==> config.mk <==
export PLATFORM = sky130hd
export DESIGN_NAME = vt52_cursor_ctrl
export DESIGN_NICKNAME = d
export VERILOG_FILES = /design/src/rtl/vt52_cursor_ctrl.sv
export SDC_FILE = /design/constraint.sdc
export NUM_CORES = 1
export LEC_CHECK = 0
export CAP_MARGIN = 20
export CORE_MARGIN = 8
export CORE_UTILIZATION = 51
export CTS_CLUSTER_SIZE = 25
export DETAILED_ROUTE_END_ITERATION = 10
export PLACE_DENSITY_LB_ADDON = 0.2
export SLEW_MARGIN = 20
export SYNTH_ARGS = -nofsm -noshare
export SYNTH_HDL_FRONTEND = slang
export SYNTH_SLANG_ARGS = --single-unit
==> constraint.sdc <==
create_clock -name clk -period 4.15 [get_ports clk]
set_input_delay 0.415 -clock clk [delete_from_list [all_inputs] [get_ports clk]]
set_output_delay 0.415 -clock clk [all_outputs]
set_load 0.05 [all_outputs]
==> src/rtl/vt52_cursor_ctrl.sv <==
// rtl/vt52_cursor_ctrl.sv - VT52 byte-stream decoder driving cursor row/col registers and the character writer
// Shadow row/col are the only cursor state; the external registers just mirror them.
module vt52_cursor_ctrl #(
  parameter int COLS     = 80,
  parameter int ROWS     = 24,
  parameter int COL_BITS = 7,
  parameter int ROW_BITS = 5
) (
  input  logic                clk,
  input  logic                reset,
  input  logic                char_valid,
  input  logic [7:0]          char_data,
  output logic                char_ready,
  output logic                col_wen,
  output logic [COL_BITS-1:0] col_wdata,
  output logic                row_wen,
  output logic [ROW_BITS-1:0] row_wdata,
  output logic                print_valid,
  output logic [7:0]          print_char,
  input  logic                print_ready,
  output logic                scroll_req,
  output logic                clr_eol,
  output logic                clr_eos
);

  typedef enum logic [2:0] {IDLE, ESC, YROW, YCOL, PRINT_WAIT} state_t;

  localparam logic [COL_BITS-1:0] COL_MAX   = COL_BITS'(COLS - 1);
  localparam logic [ROW_BITS-1:0] ROW_MAX   = ROW_BITS'(ROWS - 1);
  localparam logic [7:0]          ROWS_B    = 8'(ROWS);
  localparam logic [7:0]          COL_MAX_B = 8'(COLS - 1);

  state_t              state, state_n;
  logic [COL_BITS-1:0] col, col_n;
  logic [ROW_BITS-1:0] row, row_n;
  logic                col_wen_n, row_wen_n, scroll_n, eol_n, eos_n;
  logic                print_valid_n;
  logic [7:0]          print_char_n;

  logic                accept;
  logic [7:0]          yv;
  logic [COL_BITS:0]   tab_sum;
  logic [COL_BITS-1:0] tab_col, col_inc, col_dec;
  logic [ROW_BITS-1:0] row_inc, row_dec;

  assign char_ready = (state != PRINT_WAIT);
  assign accept     = char_valid && char_ready;
  assign col_wdata  = col;
  assign row_wdata  = row;

  // Saturating neighbours of the shadows, shared by several commands
  assign yv      = char_data - 8'h20;
  assign tab_sum = {1'b0, col | COL_BITS'(7)} + (COL_BITS + 1)'(1);
  assign tab_col = (tab_sum > {1'b0, COL_MAX}) ? COL_MAX : tab_sum[COL_BITS-1:0];
  assign col_inc = (col == COL_MAX) ? col : col + COL_BITS'(1);
  assign col_dec = (col == '0) ? col : col - COL_BITS'(1);
  assign row_inc = (row == ROW_MAX) ? row : row + ROW_BITS'(1);
  assign row_dec = (row == '0) ? row : row - ROW_BITS'(1);

  always_comb begin
    state_n       = state;
    col_n         = col;
    row_n         = row;
    col_wen_n     = 1'b0;
    row_wen_n     = 1'b0;
    scroll_n      = 1'b0;
    eol_n         = 1'b0;
    eos_n         = 1'b0;
    print_valid_n = print_valid;
    print_char_n  = print_char;
    case (state)
      IDLE: if (accept) begin
        case (char_data)
          8'h1B: state_n = ESC;
          8'h0D: begin col_n = '0; col_wen_n = 1'b1; end
          8'h0A: begin
            if (row != ROW_MAX) begin row_n = row_inc; row_wen_n = 1'b1; end
            else scroll_n = 1'b1;
          end
          8'h08: if (col != '0) begin col_n = col_dec; col_wen_n = 1'b1; end
          8'h09: begin col_n = tab_col; col_wen_n = 1'b1; end
          default: if (char_data >= 8'h20 && char_data <= 8'h7E) begin
            print_char_n  = char_data;
            print_valid_n = 1'b1;
            state_n       = PRINT_WAIT;
          end
        endcase
      end
      ESC: if (accept) begin
        state_n = IDLE;
        case (char_data)
          8'h41: begin row_n = row_dec; row_wen_n = (row != '0); end
          8'h42: begin row_n = row_inc; row_wen_n = (row != ROW_MAX); end
          8'h43: begin col_n = col_inc; col_wen_n = (col != COL_MAX); end
          8'h44: begin col_n = col_dec; col_wen_n = (col != '0); end
          8'h48: begin
            row_n = '0; col_n = '0; row_wen_n = 1'b1; col_wen_n = 1'b1;
          end
          8'h4A: eos_n = 1'b1;
          8'h4B: eol_n = 1'b1;
          8'h59: state_n = YROW;
          default: ;
        endcase
      end
      YROW: if (accept) begin
        if (yv < ROWS_B) begin row_n = yv[ROW_BITS-1:0]; row_wen_n = 1'b1; end
        state_n = YCOL;
      end
      YCOL: if (accept) begin
        col_n     = (yv > COL_MAX_B) ? COL_MAX : yv[COL_BITS-1:0];
        col_wen_n = 1'b1;
        state_n   = IDLE;
      end
      PRINT_WAIT: if (print_ready) begin
        // No autowrap: the last column re-strobes its own value
        print_valid_n = 1'b0;
        col_n         = col_inc;
        col_wen_n     = 1'b1;
        state_n       = IDLE;
      end
      default: state_n = IDLE;
    endcase
  end

  always_ff @(posedge clk) begin
    if (reset) begin
      state       <= IDLE;
      col         <= '0;
      row         <= '0;
      col_wen     <= 1'b0;
      row_wen     <= 1'b0;
      scroll_req  <= 1'b0;
      clr_eol     <= 1'b0;
      clr_eos     <= 1'b0;
      print_valid <= 1'b0;
      print_char  <= 8'h00;
    end else begin
      state       <= state_n;
      col         <= col_n;
      row         <= row_n;
      col_wen     <= col_wen_n;
      row_wen     <= row_wen_n;
      scroll_req  <= scroll_n;
      clr_eol     <= eol_n;
      clr_eos     <= eos_n;
      print_valid <= print_valid_n;
      print_char  <= print_char_n;
    end
  end

endmodule

==> run summary, run 1 <==
status -> complete, no violations
diodes inserted -> 0
first-pass GRT wire length -> 12540 um
Post-Synthesis Cells -> 354
top routing layer in use -> met4
commonest non-fill, non-tap cell in the layout -> clkdlybuf4s50_1
Max Cap Viol -> 0
crit share post-route -> 70.63%
PostCTS Resize Cnt -> 0
CP arrival -> 2520 ps
RSZ-0062 raised after global routing -> false
RD Place Congestion -> 0.9952
Core Box Area -> 0.005107 mm2
pwr/cell area -> 253.9 mW/mm2
final instance area -> 0.003196 mm2
Yosys cell types -> 73
relative slew slack -> 53.73%
clock insertion delay at the later pin of the skew report -> 290 ps
Setup crit end kind -> output port
Worst Hold Class -> reg -> reg
clk sinks -> 29
Vias -> 2803
Seq. cell area -> 580.6 um2
TritonCTS clock tree -> built
vias per cell -> 6.243
Antenna Nets Post-Route -> 0
post-synthesis sequential area ratio -> 21.53%
Synth area leaders -> dfxtp_1 22%, a21oi_1 5.2%, ha_1 4.6%
Synth top area share -> 21.53%
crit-path max cell delay -> 840 ps
hold_buf cts -> 0
final hold vios -> 0
Post-CTS Setup Bufs -> 0
DRC -> 0
Die H -> 88.71 um
1st-pass router iterations -> 5
DRT met1 WL -> 3296 um
initial DRC count -> 234
Async SR Flop Fraction -> 0%
CP Class -> reg -> out
Non-Filler Instances -> 449
Final setup viols -> 0
type of origin of the critical path -> flip-flop
DIE AREA -> 0.007869 mm2
Rows -> 26
min Tclk post-route -> 2931 ps
routed wl met2 -> 3639 um
#FFs+latches synth -> 29
max frequency -> 341.1 MHz
vias in the first global route -> 2581
overall die width -> 88.71 um
IO buf count -> 38
LEAKAGE -> 1.155 nW
Final Skew -> 6.700 ps
share of post-route cells with drive strength above 1 -> 8.179%
setup TNS -> 0 ps
Peak VDD IR -> 0.2178 mV
Area Overhead vs Synth -> 18.51%
DP Wirelength -> 5772 um
initial antenna violation count -> 0
H-tree levels -> 2
nets@finish -> 400
syn_nets -> 376
mean post-synth cell area -> 7.617 um2
CTS Buffer Depth -> 2
Initial Util -> 52.79%
remaining global-route overflow -> 0
clock slew at reported path FFs -> 70 ps
Top FF cell, synth -> dfxtp_1
CP cell instances -> or2_1 > nor2_2 > inv_2 > clkdlybuf4s50_1
placed instance count -> 441
cell area after synthesis -> 0.002696 mm2
WL final -> 7696 um
CTS Buf Count -> 5
largest net degree at the start of global routing -> 20
GRT Util Overall -> 19.96%
commonest non-fill, non-tap cells in the layout -> 38 x clkdlybuf4s50_1, 32 x nor2_1, 29 x nand2_1, 29 x dfxtp_1, 28 x a21oi_1
critical path peak fanout -> 19
Multi-input gate area -> 0.001944 mm2
Slew Viols, Final -> 0
dpl cell area -> 0.003075 mm2
Required @ worst endpoint -> 3730 ps
post-route core utilization -> 62.57%
IO Pins -> 39
Yosys warnings -> 0
met3 WL -> 626 um
routed length per instance -> 17.14 um
leading area contributor after synthesis -> dfxtp_1
EDFF count, synth -> 0
Fill cells -> 482
Slew @ Worst Pin -> 691.9 ps
Critical-path top delay cell -> clkdlybuf4s50_1
clock root buffer -> clkbuf_8
registers in the layout, summed over array words and instances, names as in the netlist:
| name | cells |
|---|---|
| print_char | 8 |
| col_wdata | 7 |
| row_wdata | 5 |
| state | 3 |
| clr_eol | 1 |
| clr_eos | 1 |
| col_wen | 1 |
| print_valid | 1 |
| row_wen | 1 |
| scroll_req | 1 |
worst paths after layout:
check	from	to	slack [ps]	depth (start not counted)
worst max-delay path	state[1]	char_ready	1220	4
worst min-delay path	print_valid	print_valid	480	2
worst max register to register	state[1]	col_wdata[3]	1750	8
worst min register to register	print_valid	print_valid	480	2
cell usage after synthesis (2+ instances only):
library cell  count
mux2_2            2
o21bai_1          2
nand3_1          16
a32oi_1           2
nor3b_1           2
o21ai_0          19
a21oi_1          28
nor2b_1           7
mux2i_1          10
o211ai_1          6
inv_1            15
nor4b_1           3
nor3_1           12
nor3_2            2
o221ai_1          3
nand4b_1          3
o31ai_1           3
xor2_1            6
xnor2_1           9
a31oi_1           5
nand2_1          29
nor4_4            2
nand2b_1          8
a21o_1            3
and3_1            3
or3b_1            2
buf_4             2
o22ai_1           3
buf_2             5
dfxtp_1          29
nor2_1           32
a41o_1            2
a211o_1           2
or4b_1            2
nand4_1           2
o21ai_1           2
nor4_1            4
or3_1             4
a211oi_1          4
clkbuf_1         15
ha_1             10
a2bb2oi_1         2
nor4bb_1          2
cells by family after synthesis:
kind of cell	after synthesis	share of synthesized area, %
AO/OA/AOI/OAI	102	26.64
XOR/XNOR	15	4.873
adder cells (fa/ha/maj)	10	4.640
buffers and inverters	40	6.356
flip-flops	29	21.53
multiplexers	12	4.548
AND/OR/NAND/NOR	146	31.42
layer usage:
| metal | up-vias | GRT usage (%) |
|---|---|---|
| li1 | 1350 | - |
| met1 | 1301 | 24.83 |
| met2 | 139 | 32.75 |
| met3 | 13 | 4.178 |
| met4 | 0 | 7.373 |
| met5 | - | 0 |
critical path: cells and delay by family (launching register included):
family | cells | cell delay (ps)
buf+inv | 2 | 1010
simple gates | 2 | 500
flops | 1 | 720
per-stage QoR:
stage / total power (W) / hold WS [ps] / worst slack (ps)
finish: 0.0008113 / 478.1 / 1219
global route: 0.0008408 / 503.1 / 1142
CTS: 0.0008118 / 481.9 / 1260
detailed placement: 0.0005029 / 466.6 / 1054
global placement: 0.0005013 / 461.1 / 1141
floorplan: 0.0004479 / 526.9 / 1747
report_power, final:
| part | total, W | switching [W] | internal, W | leakage, nW |
|---|---|---|---|---|
| sequential | 0.000300 | 0.0000134 | 0.000287 | 0.235 |
| combinational | 0.000200 | 0.000126 | 0.0000741 | 0.862 |
| clock | 0.000311 | 0.000116 | 0.000195 | 0.0574 |
| total | 0.000811 | 0.000255 | 0.000556 | 1.15 |
final cells by class:
class                   count  area share, %
clock buffers               6          2.584
multi-input cells         285          60.85
flip-flops and latches     29          18.17
well taps                  70          2.741
repair buffers             41          12.61
inverters                  16          1.879
clock inverters             2          1.175
No activity file was read; power rests on OpenSTA's default activity.
==> inputs of run 2 (changes only) <==
Clock period 4.15 ns to 2.8 ns, I/O delays scaled along.
==> run summary, run 2 (synthesized netlist as in run 1, its figures left out) <==
status -> complete, no violations
Rows -> 26 (unchanged)
Crit Reg-Reg Startpoint -> row_wdata[0]
Reg with most FFs -> print_char
crit-path max cell delay -> 740 ps (-100 ps)
vias in the first global route -> 2765 (+7.1%)
clock root buffer -> clkbuf_8
Slew @ Worst Pin -> 571.5 ps (-120.4 ps)
clk sinks -> 29 (unchanged)
hold_buf cts -> 0 (unchanged)
worst hold path endpoint -> print_valid
setup TNS -> 0 ps (unchanged)
Final setup viols -> 0 (unchanged)
Clk pwr share -> 37.6% (-0.7 points)
clock insertion delay at the later pin of the skew report -> 290 ps (about the same)
Peak VDD IR -> 0.3205 mV (+47%)
Net Sw Frac -> 31.38% (-0.10 points)
clock slew at reported path FFs -> 70 ps (about the same)
sw power -> 0.0003837 W (+50%)
Max Cap Viol -> 0 (unchanged)
Hold Crit Depth -> 2 (unchanged)
first-pass GRT wire length -> 13060 um (+4.2%)
pwr/cell area -> 366.3 mW/mm2 (+44%)
max reg flops -> 8 (unchanged)
CP arrival -> 2100 ps (-420 ps)
H-tree levels -> 2 (unchanged)
critical path peak fanout -> 8 (-11)
Pint -> 0.0008391 W (+51%)
remaining global-route overflow -> 0 (unchanged)
IO buf count -> 38 (unchanged)
Critical-path top delay cell -> clkdlybuf4s50_1
WL final -> 8065 um (+4.8%)
CTS Buf Count -> 5 (unchanged)
Seq. cell area -> 580.6 um2 (unchanged)
commonest non-fill, non-tap cells in the layout -> 38 x clkdlybuf4s50_1, 32 x nor2_1, 29 x nand2_1, 29 x dfxtp_1, 28 x a21oi_1
Power Total -> 0.001223 W (+51%)
min Tclk post-route -> 2377 ps
Antenna Nets Post-Route -> 0 (unchanged)
Die H -> 88.71 um (unchanged)
share of post-route cells with drive strength above 1 -> 12.56% (+4.4 points)
Slew Viols, Final -> 0 (unchanged)
IO Pins -> 39 (unchanged)
R2R depth -> 8 (unchanged)
initial DRC count -> 204 (-13%)
RR Endpoint -> row_wdata[1]
1st-pass router iterations -> 5 (unchanged)
overall die width -> 88.71 um (unchanged)
LEAKAGE -> 1.249 nW (+8.2%)
TritonCTS clock tree -> built
Required @ worst endpoint -> 2520 ps (-1210 ps)
crit share post-route -> 84.88%
commonest non-fill, non-tap cell in the layout -> clkdlybuf4s50_1
Vias -> 2883 (+2.9%)
routed length per instance -> 17.23 um (+0.54%)
type of origin of the critical path -> flip-flop
max frequency -> 420.8 MHz
RD Place Congestion -> 0.9824 (-1.3%)
Flop pwr share -> 36.0% (-1.0 points)
RSZ-0062 raised after global routing -> false
Final Skew -> 9.890 ps (+3.190 ps)
final hold vios -> 0 (unchanged)
GRT Util Overall -> 20.74% (+0.77 points)
DP Wirelength -> 6168 um (+6.9%)
Post-CTS Setup Bufs -> 0 (unchanged)
largest net degree at the start of global routing -> 19 (-5.0%)
reg2reg setup slack -> 460 ps (-1290 ps)
initial antenna violation count -> 0 (unchanged)
relative slew slack -> 61.36% (+7.6 points)
nets@finish -> 419 (+4.8%)
DRC -> 0 (unchanged)
vias per cell -> 6.160 (-1.3%)
CP Class -> reg -> out
Area Overhead vs Synth -> 23.81%
CTS Buffer Depth -> 2 (unchanged)
Fill cells -> 485 (+0.62%)
PostCTS Resize Cnt -> 0 (unchanged)
Worst Hold Class -> reg -> reg
Hold Path Origin -> print_valid
Multi-input gate area -> 0.001944 mm2 (unchanged)
Setup crit end kind -> output port
Core Box Area -> 0.005107 mm2 (unchanged)
Initial Util -> 52.79% (unchanged)
diodes inserted -> 0 (unchanged)
DIE AREA -> 0.007869 mm2 (unchanged)
CP cell instances -> or2_1 > nor2_2 > inv_2 > clkdlybuf4s50_1
Gate power share -> 26.5% (+1.8 points)
[run 2: cell types whose count changed in the layout (fill, tap and decap cells not counted), sizes merged]
cell	delta
buf	+19
[run 2: worst max-delay path by stage]
stage / cells after the start / slack, ps / start / end
2_1_floorplan: 9 / 400 / col_wdata[3] / col_wdata[3]
3_3_place_gp: 7 / 140 / char_data[1] / print_char[4]
3_5_place_dp: 7 / 200 / char_data[1] / print_char[2]
4_1_cts: 4 / 420 / state[0] / char_ready
5_1_grt: 8 / 290 / row_wdata[0] / row_wdata[1]
6_report: 4 / 420 / state[0] / char_ready
[run 2: final cells by class]
class                   instances  area share, %
flip-flops and latches         29          17.39
repair buffers                 60          16.34
multi-input cells             285          58.25
inverters                      16          1.799
clock inverters                 2          1.124
clock buffers                   6          2.474
well taps                      70          2.624
[run 2: worst max-delay path: cells and delay by family, from the launching register on]
family / cells / cell delay [ps]
buffers and inverters: 2 / 890
flip-flops: 1 / 300
AND/OR/NAND/NOR: 2 / 620
[run 2: through the flow]
stage / util, % / instances / hold WS, ps / cell area (um2) / setup WS [ps]
finish: 65.36 / 468 / 475.1 / 3338 / 423.5
detailed placement: 63.01 / 460 / 463.3 / 3218 / 199.5
global route: 65.36 / 468 / 509.8 / 3338 / 295.0
global placement: 63.01 / 460 / 457.3 / 3218 / 140.0
CTS: 65.36 / 468 / 481.0 / 3338 / 417.3
floorplan: - / 354 / 391.9 / 2696 / 397.0
[run 2: layer usage]
metal  wire (um)  global-route usage, %  share of wire (%)
met1        3469                  25.50                 43
met2        3870                  34.64                 48
met3         573                  3.993                7.1
met4         150                  7.680                1.9
met5           0                      0                  0
[run 2: power groups by stage]
stage	Clock, W	Combinational, W	Sequential, W
finish	0.000459	0.000323	0.000440
global route	0.000481	0.000346	0.000442
CTS	0.000467	0.000319	0.000440
detailed placement	0	0.000317	0.000449
global placement	0	0.000316	0.000449
floorplan	0	0.000182	0.000482
